### src/rtl/line_scan_pkg.sv
// Shared video definitions for the motion-object line buffers.
package line_scan_pkg;

   localparam int unsigned LB_AW = 8;
   localparam int unsigned LB_DW = 8;

   // Transparent pixel; also the value left behind after a scan erases a location.
   localparam logic [LB_DW-1:0] TRANSPARENT = 8'h00;

   typedef enum logic [1:0] {
      StWait,
      StRd,
      StEr,
      StDone
   } scan_state_e;

endpackage

### src/rtl/line_scan.sv
// Read side of the ping-pong motion-object line buffers: scans one pixel per
// pix_en out of the display buffer, hands it to the mixer and erases the
// location behind it. Buffers swap at each line_start.
module line_scan
   import line_scan_pkg::*;
#(
   parameter int unsigned       LINE_LEN  = 256,
   parameter logic [LB_AW-1:0]  X_START   = 8'h00,
   parameter logic [LB_DW-1:0]  ERASE_VAL = TRANSPARENT
) (
   input  logic              clk,
   input  logic              reset,
   input  logic              line_start,
   input  logic              pix_en,
   output logic [LB_AW-1:0]  lb_a,
   output logic              lb_r,
   output logic              lb_w,
   output logic [LB_DW-1:0]  lb_i,
   input  logic [LB_DW-1:0]  lb_o,
   output logic              buf_sel,
   output logic [LB_DW-1:0]  pix_out,
   output logic              pix_valid,
   output logic              overrun
);

   // Wide enough to hold LINE_LEN itself.
   localparam int unsigned CW = $clog2(LINE_LEN + 1);

   scan_state_e      state_q, state_d;
   logic [LB_AW-1:0] x_q, x_d;
   logic [CW-1:0]    count_q, count_d;
   logic             buf_sel_q, buf_sel_d;
   logic             pending_q, pending_d;
   logic [LB_AW-1:0] lb_a_q, lb_a_d;
   logic             lb_r_q, lb_r_d;
   logic             lb_w_q, lb_w_d;
   logic [LB_DW-1:0] pix_out_q, pix_out_d;
   logic             pix_valid_q, pix_valid_d;
   logic             overrun_q, overrun_d;
   logic             do_swap;

   // Next-state logic. Strobes are registered: the read strobe is issued in the
   // cycle after pix_en, the erase one cycle later, and read data (registered by
   // the buffer on the read edge) is captured while the erase strobe is high.
   always_comb begin
      state_d     = state_q;
      x_d         = x_q;
      count_d     = count_q;
      buf_sel_d   = buf_sel_q;
      pending_d   = pending_q;
      lb_a_d      = lb_a_q;
      lb_r_d      = 1'b0;
      lb_w_d      = 1'b0;
      pix_out_d   = pix_out_q;
      pix_valid_d = 1'b0;
      overrun_d   = overrun_q;
      do_swap     = 1'b0;

      unique case (state_q)
         StWait: begin
            if (line_start) begin
               do_swap = 1'b1;
            end else if (pix_en) begin
               lb_a_d  = x_q;
               lb_r_d  = 1'b1;
               state_d = StRd;
            end
         end
         StRd: begin
            // lb_a_q is held so the erase hits the location just read.
            lb_w_d  = 1'b1;
            x_d     = x_q + 8'd1;
            count_d = count_q + CW'(1);
            state_d = StEr;
            if (line_start) pending_d = 1'b1;
            if (pix_en)     overrun_d = 1'b1;
         end
         StEr: begin
            pix_out_d   = lb_o;
            pix_valid_d = 1'b1;
            if (pix_en) overrun_d = 1'b1;
            // A line_start landing here merges with any pending one.
            if (pending_q || line_start) begin
               do_swap   = 1'b1;
               pending_d = 1'b0;
            end else if (count_q == CW'(LINE_LEN)) begin
               state_d = StDone;
            end else begin
               state_d = StWait;
            end
         end
         StDone: begin
            if (line_start) begin
               do_swap = 1'b1;
            end else if (pix_en) begin
               pix_out_d = ERASE_VAL;
            end
         end
         default: state_d = StDone;
      endcase

      if (do_swap) begin
         buf_sel_d = ~buf_sel_q;
         x_d       = X_START;
         count_d   = '0;
         state_d   = StWait;
      end
   end

   // State and output registers with synchronous reset.
   always_ff @(posedge clk) begin
      if (reset) begin
         state_q     <= StDone;
         x_q         <= X_START;
         count_q     <= '0;
         buf_sel_q   <= 1'b0;
         pending_q   <= 1'b0;
         lb_a_q      <= '0;
         lb_r_q      <= 1'b0;
         lb_w_q      <= 1'b0;
         pix_out_q   <= ERASE_VAL;
         pix_valid_q <= 1'b0;
         overrun_q   <= 1'b0;
      end else begin
         state_q     <= state_d;
         x_q         <= x_d;
         count_q     <= count_d;
         buf_sel_q   <= buf_sel_d;
         pending_q   <= pending_d;
         lb_a_q      <= lb_a_d;
         lb_r_q      <= lb_r_d;
         lb_w_q      <= lb_w_d;
         pix_out_q   <= pix_out_d;
         pix_valid_q <= pix_valid_d;
         overrun_q   <= overrun_d;
      end
   end

   assign lb_a      = lb_a_q;
   assign lb_r      = lb_r_q;
   assign lb_w      = lb_w_q;
   assign lb_i      = ERASE_VAL;
   assign buf_sel   = buf_sel_q;
   assign pix_out   = pix_out_q;
   assign pix_valid = pix_valid_q;
   assign overrun   = overrun_q;

endmodule

### config.mk
export PLATFORM = sky130hd
export DESIGN_NAME = line_scan
export DESIGN_NICKNAME = d
export VERILOG_FILES = /design/src/rtl/line_scan_pkg.sv /design/src/rtl/line_scan.sv
export SDC_FILE = /design/constraint.sdc
export NUM_CORES = 1
export LEC_CHECK = 0
export BUFFER_PORTS_ARGS = -buffer_cell sky130_fd_sc_hd__buf_4
export CAP_MARGIN = 15
export CORE_UTILIZATION = 47
export DETAILED_ROUTE_END_ITERATION = 8
export GPL_ROUTABILITY_DRIVEN = 1
export GPL_TIMING_DRIVEN = 0
export PLACE_DENSITY = 0.76
export SYNTH_ARGS = -nofsm -noshare
export SYNTH_HDL_FRONTEND = slang
export SYNTH_SLANG_ARGS = --single-unit
export TNS_END_PERCENT = 5
### constraint.sdc
create_clock -name clk -period 1.5 [get_ports clk]
set_input_delay 0.075 -clock clk [delete_from_list [all_inputs] [get_ports clk]]
set_output_delay 0.075 -clock clk [all_outputs]
set_load 0.01 [all_outputs]
==> run metrics, run 1 <==
outcome=finished with violations; failing checks=negative setup slack; Clock Latency Late Sink=0.30 ns; RSZ-0062 raised after global routing=yes; layout cell share with drive strength beyond 1=0.291; worst-path fanout max=8; grt ovf=0; ys flop type=dfxtp_1; largest net degree at the start of global routing=15; post-detail-place hpwl=2390 um; Vias per Instance=4.89; Max Root-Sink Buffers=2; Initial Utilization=0.487; Peak VDD IR=985 uV; CTS tree=built; delay-heaviest family, CP=simple AND/OR/NAND/NOR gates; Final Cycle Share=1.07; PwrDens=1520 nW/um^2; Synth top area share=0.460; IO Port Bufs=31; Final GP Congestion=0.775; routed wire length=3440 um; die area=4040 um^2; Top Ports=41; routed vias=1428; core area=3660 um^2; register area share after synthesis=0.460; worst setup path class=flip-flop to flip-flop; first-pass GRT wire length=5710 um; Core Rows=22; Fin. Hold Viols=0; Arrival @ worst endpoint=1.79 ns; antenna violations before repair=0; DR iter-0 viols=67; syn avg cell area=9.05 um^2; hold slack=0.0242 ns; Final #Nets=262; GRT Overall Usage=0.185; Vert. Die Dim=63.6 um; asr flop ratio synth=0; Clock Skew=0.00286 ns; Final ANT Viol Nets=0; Post-synth EDFFs=0; Die W=63.6 um; DRC violations left=0; final core utilization=0.643; worst path cell trace=buf_4, ha_4, inv_4, nor3_1, or3_1, a221o_1; worst path required time=1.68 ns; crit end category=flip-flop; H-tree depth=2; slowest CP cell=or3_1; post-cts hold buffer count=0; largest stage delay on the critical path=0.38 ns; register clock-pin slew on the reported worst setup and hold paths=0.08 ns; Final setup viols=12; vias in the first global route=1284; DRT Pass-1 Iters=4; Period minus WS final=1.61 ns; #FFs+latches synth=41; Netlist Area Pre-Place=1780 um^2; Area Growth Syn to Fin=32.0%; Sink Count=41; fmax=622 MHz; final worst slack=-0.108 ns; clock root buffer=clkbuf_8; main area contributors after synthesis=dfxtp_1 (46%), nor2_1 (8.4%), mux2i_1 (5.1%), ha_1 (4.9%), xnor2_1 (4.4%); synth unique cells=35; Hold WC Path Type=input pin to flip-flop; area leader, netlist=dfxtp_1; diodes inserted=0; Cells after Synth=197; crit path launch type=flip-flop; YS warnings=0; MaxCap Viol Count=0; WL/cell=11.8 um; total CTS buffers=5; Leak=1.02 nW; final max-slew violation count=0; worst path bufs/invs=2
## worst min-delay path, delay by kind of cell
family                 cells  cell delay, ns
buffers and inverters      1            0.08
and+or+nand+nor            1            0.07
AOI/OAI and AO/OA          1            0.06
## state kept, by name, summed over array words and instances (netlist names)
signal / count
lb_r: 1
x_q: 8
pix_out: 8
buf_sel: 1
pix_valid: 1
count_q: 9
overrun: 1
state_q: 2
lb_w: 1
pending_q: 1
lb_a: 8
## report_power, final
| group | internal (mW) | leakage, nW | switching, mW |
|---|---|---|---|
| Clock | 0.499 | 0.0587 | 0.399 |
| Sequential | 1.23 | 0.333 | 0.116 |
| Combinational | 0.663 | 0.625 | 0.658 |
| Total | 2.39 | 1.02 | 1.17 |
## cells in the mapped netlist, drive strengths merged, types with 4 or more instances
master,n
a21oi,6
a22oi,8
buf,12
clkbuf,5
dfxtp,41
ha,7
inv,7
mux2i,9
nand2,10
nand4,6
nor2,40
nor2b,4
o21ai,4
xnor2,9
xor2,7
## cell usage in the layout, fill, tap and decap left out, drive strengths merged, types with 7 or more instances in the layout
master and n:
a22oi 8, buf 45, mux2i 9, ha 7, inv 8, xnor2 9
nand2 10, clkbuf 9, dfxtp 41, nor2 40, conb 8, xor2 7
## final timing paths
| path | start | end | slack (ns) | cells after the start |
|---|---|---|---|---|
| worst max-delay path | state_q[0] | state_q[1] | -0.11 | 6 |
| worst min-delay path | lb_o[2] | pix_out[2] | 0.02 | 3 |
| worst max register to register | state_q[0] | state_q[1] | -0.11 | 6 |
| worst min register to register | lb_a[7] | lb_a[7] | 0.46 | 2 |
## what timing repair did
| action | in CTS | in global routing |
|---|---|---|
| gates resized for setup | 12 | 2 |
| setup endpoints to repair | 27 | 23 |
| pin swaps | 9 | 3 |
| gates cloned | 0 | 0 |
| buffers inserted | 2 | 0 |
## per-layer routing
| layer | global-route usage | wire (um) | vias up |
|---|---|---|---|
| met4 | 0.0682 | 56 | 0 |
| met3 | 0.0652 | 220 | 5 |
| li1 | - | - | 741 |
| met5 | 0 | 0 | - |
| met2 | 0.307 | 1550 | 40 |
| met1 | 0.218 | 1620 | 642 |
## logic make-up after synthesis
family	share of synthesized area
other	0.00210
buffers and inverters	0.0702
flip-flops	0.460
AND/OR/NAND/NOR	0.195
XOR/XNOR	0.0786
multiplexers	0.0505
AO/OA/AOI/OAI	0.0940
adder cells (fa/ha/maj)	0.0491
## stage by stage
stage	area, um^2	power [mW]	instances	worst slack [ns]	TNS, ns
floorplan	1890	2.25	204	-0.0476	-0.567
global placement	2190	2.54	283	-0.203	-3.83
detailed placement	2190	2.56	283	-0.228	-4.24
CTS	2350	3.58	292	-0.112	-0.618
global route	2350	3.77	292	-0.147	-2.20
finish	2350	3.57	292	-0.108	-0.505
## cell type report
type | count | area [um^2]
Tap cell | 48 | 60.1
Inverter | 7 | 33.8
Timing Repair Buffer | 33 | 248
Clock buffer | 5 | 68.8
Clock inverter | 3 | 45.0
Buffer | 16 | 128
Fill cell | 329 | 1310
Sequential cell | 41 | 828
Multi-Input combinational cell | 139 | 942
No activity file was read; power rests on OpenSTA's default activity.
==> run 2: changes to the inputs <==
--- a/config.mk
+++ b/config.mk
@@ -7,11 +7,11 @@
 export LEC_CHECK = 0
 export BUFFER_PORTS_ARGS = -buffer_cell sky130_fd_sc_hd__buf_4
 export CAP_MARGIN = 15
-export CORE_UTILIZATION = 47
+export CORE_UTILIZATION = 30
 export DETAILED_ROUTE_END_ITERATION = 8
 export GPL_ROUTABILITY_DRIVEN = 1
 export GPL_TIMING_DRIVEN = 0
-export PLACE_DENSITY = 0.76
+export PLACE_DENSITY = 0.53
 export SYNTH_ARGS = -nofsm -noshare
 export SYNTH_HDL_FRONTEND = slang
 export SYNTH_SLANG_ARGS = --single-unit
==> run metrics, run 2 (synthesis gave the netlist of run 1 again) <==
outcome=finished with violations; failing checks=negative setup slack; most frequent cells in the layout=buf_4 (44), dfxtp_1 (39), nor2_1 (37); RSZ-0062 raised after global routing=yes; total CTS buffers=5; Final #Nets=265; clock share of power=0.244; diodes inserted=0; Sink Count=41; Final GP Congestion=0.781; MaxCap Viol Count=0; core area=5610 um^2; post-detail-place hpwl=2640 um; Area Growth Syn to Fin=36.4%; register clock-pin slew on the reported worst setup and hold paths=0.09 ns; Reg-to-Reg Start=state_q[0]; CTS tree=built; Initial Utilization=0.318; DRT Pass-1 Iters=4; R2R Setup Slk=-0.13 ns; crit end category=flip-flop; H-tree depth=2; HP Start=lb_o[7]; Clock Skew=0.0112 ns; Reg-to-Reg End=state_q[1]; Slew @ Worst Pin=0.504 ns; layout cell share with drive strength beyond 1=0.316; max reg flops=9; PwrDens=1510 nW/um^2; Design Power=3.68 mW; DR iter-0 viols=63; Vert. Die Dim=79.1 um; max_slew headroom=0.664; final max-slew violation count=0; Core Rows=27; Hold WC Path Type=input pin to flip-flop; Arrival @ worst endpoint=1.81 ns; first-pass GRT wire length=6240 um; hold depth=3; WL/cell=11.8 um; fmax=612 MHz; antenna violations before repair=0; worst-path fanout max=4; Vias per Instance=4.47; fin area=2430 um^2; DRC violations left=0; worst path required time=1.68 ns; grt ovf=0; worst setup path class=flip-flop to flip-flop; Power Internal=2.45 mW; Flop pwr share=0.368; commonest non-fill, non-tap cell in the layout=buf_4; combinational share of power=0.388; Peak VDD IR=477 uV; Largest Register=count_q; Final Cycle Share=1.09; Final setup viols=12; routed wire length=3760 um; final worst slack=-0.133 ns; hold worst-path end=pix_out[7]; Fin. Hold Viols=0; largest net degree at the start of global routing=15; routed vias=1427; clock root buffer=clkbuf_8; Placed Area=2220 um^2; vias in the first global route=1323; Leak=1.03 nW; IO Port Bufs=31; R2R depth=6; Top Ports=41; Die W=79.1 um; Max Root-Sink Buffers=2; Clock Latency Late Sink=0.30 ns; die area=6260 um^2; switching share of total power=0.333; crit path launch type=flip-flop; Final ANT Viol Nets=0; Net Switching=1.22 mW; Period minus WS final=1.63 ns; post-cts hold buffer count=0; GRT Overall Usage=0.132
-- run 2: power by group through the flow --
stage               sequential [mW]  clock (mW)  combinational (mW)
finish                         1.35       0.897                1.43
global route                   1.37       0.993                1.55
CTS                            1.36       0.934                1.39
detailed placement             1.38           0                1.20
global placement               1.37           0                1.21
floorplan                      1.38           0               0.868
-- run 2: final cells by class --
class	instances	area (um^2)
Clock inverter	3	43.8
Sequential cell	41	828
Timing Repair Buffer	36	270
Clock buffer	5	68.8
Fill cell	570	3180
Buffer	16	133
Tap cell	72	90.1
Multi-Input combinational cell	139	965
Inverter	7	33.8
-- run 2: per-stage QoR --
step / setup TNS (ns) / std cells / hold WS (ns) / setup slack [ns] / utilization
after floorplan: -0.567 / 204 / 0.220 / -0.0476 / -
after global placement: -5.36 / 307 / 0.320 / -0.269 / 0.395
after detailed placement: -5.11 / 307 / 0.327 / -0.260 / 0.395
after CTS: -0.898 / 318 / 0.0204 / -0.125 / 0.429
after global routing: -2.19 / 319 / 0.0207 / -0.172 / 0.434
final: -0.766 / 319 / 0.0240 / -0.133 / 0.434
-- run 2: worst max-delay path by stage --
stage,slack (ns),start,to,cells past startpoint
floorplan,-0.05,state_q[1],state_q[1],6
global placement,-0.27,state_q[1],count_q[2],8
detailed placement,-0.26,state_q[0],count_q[4],9
CTS,-0.13,state_q[0],state_q[1],6
global route,-0.17,state_q[1],state_q[1],7
finish,-0.13,state_q[0],state_q[1],6
-- run 2: routing by layer --
metal | up-vias | global-route usage | part of all wire
met3 | 7 | 0.0379 | 0.056
met4 | 0 | 0.0655 | 0.021
li1 | 744 | - | -
met5 | - | 0 | 0
met2 | 43 | 0.210 | 0.43
met1 | 633 | 0.161 | 0.50
-- run 2: critical path: stages, from the launching register on --
cell,delay [ns]
dfxtp_4,0.39
inv_4,0.05
ha_4,0.23
nor2b_4,0.12
nor4_1,0.07
or3_1,0.35
a221o_1,0.30
-- run 2: repair_timing --
item                       CTS  global route
setup endpoints to repair   27            27
resized for setup           14             6
pin swaps                    6             4
cloned                       0             0
buffers inserted             4             1
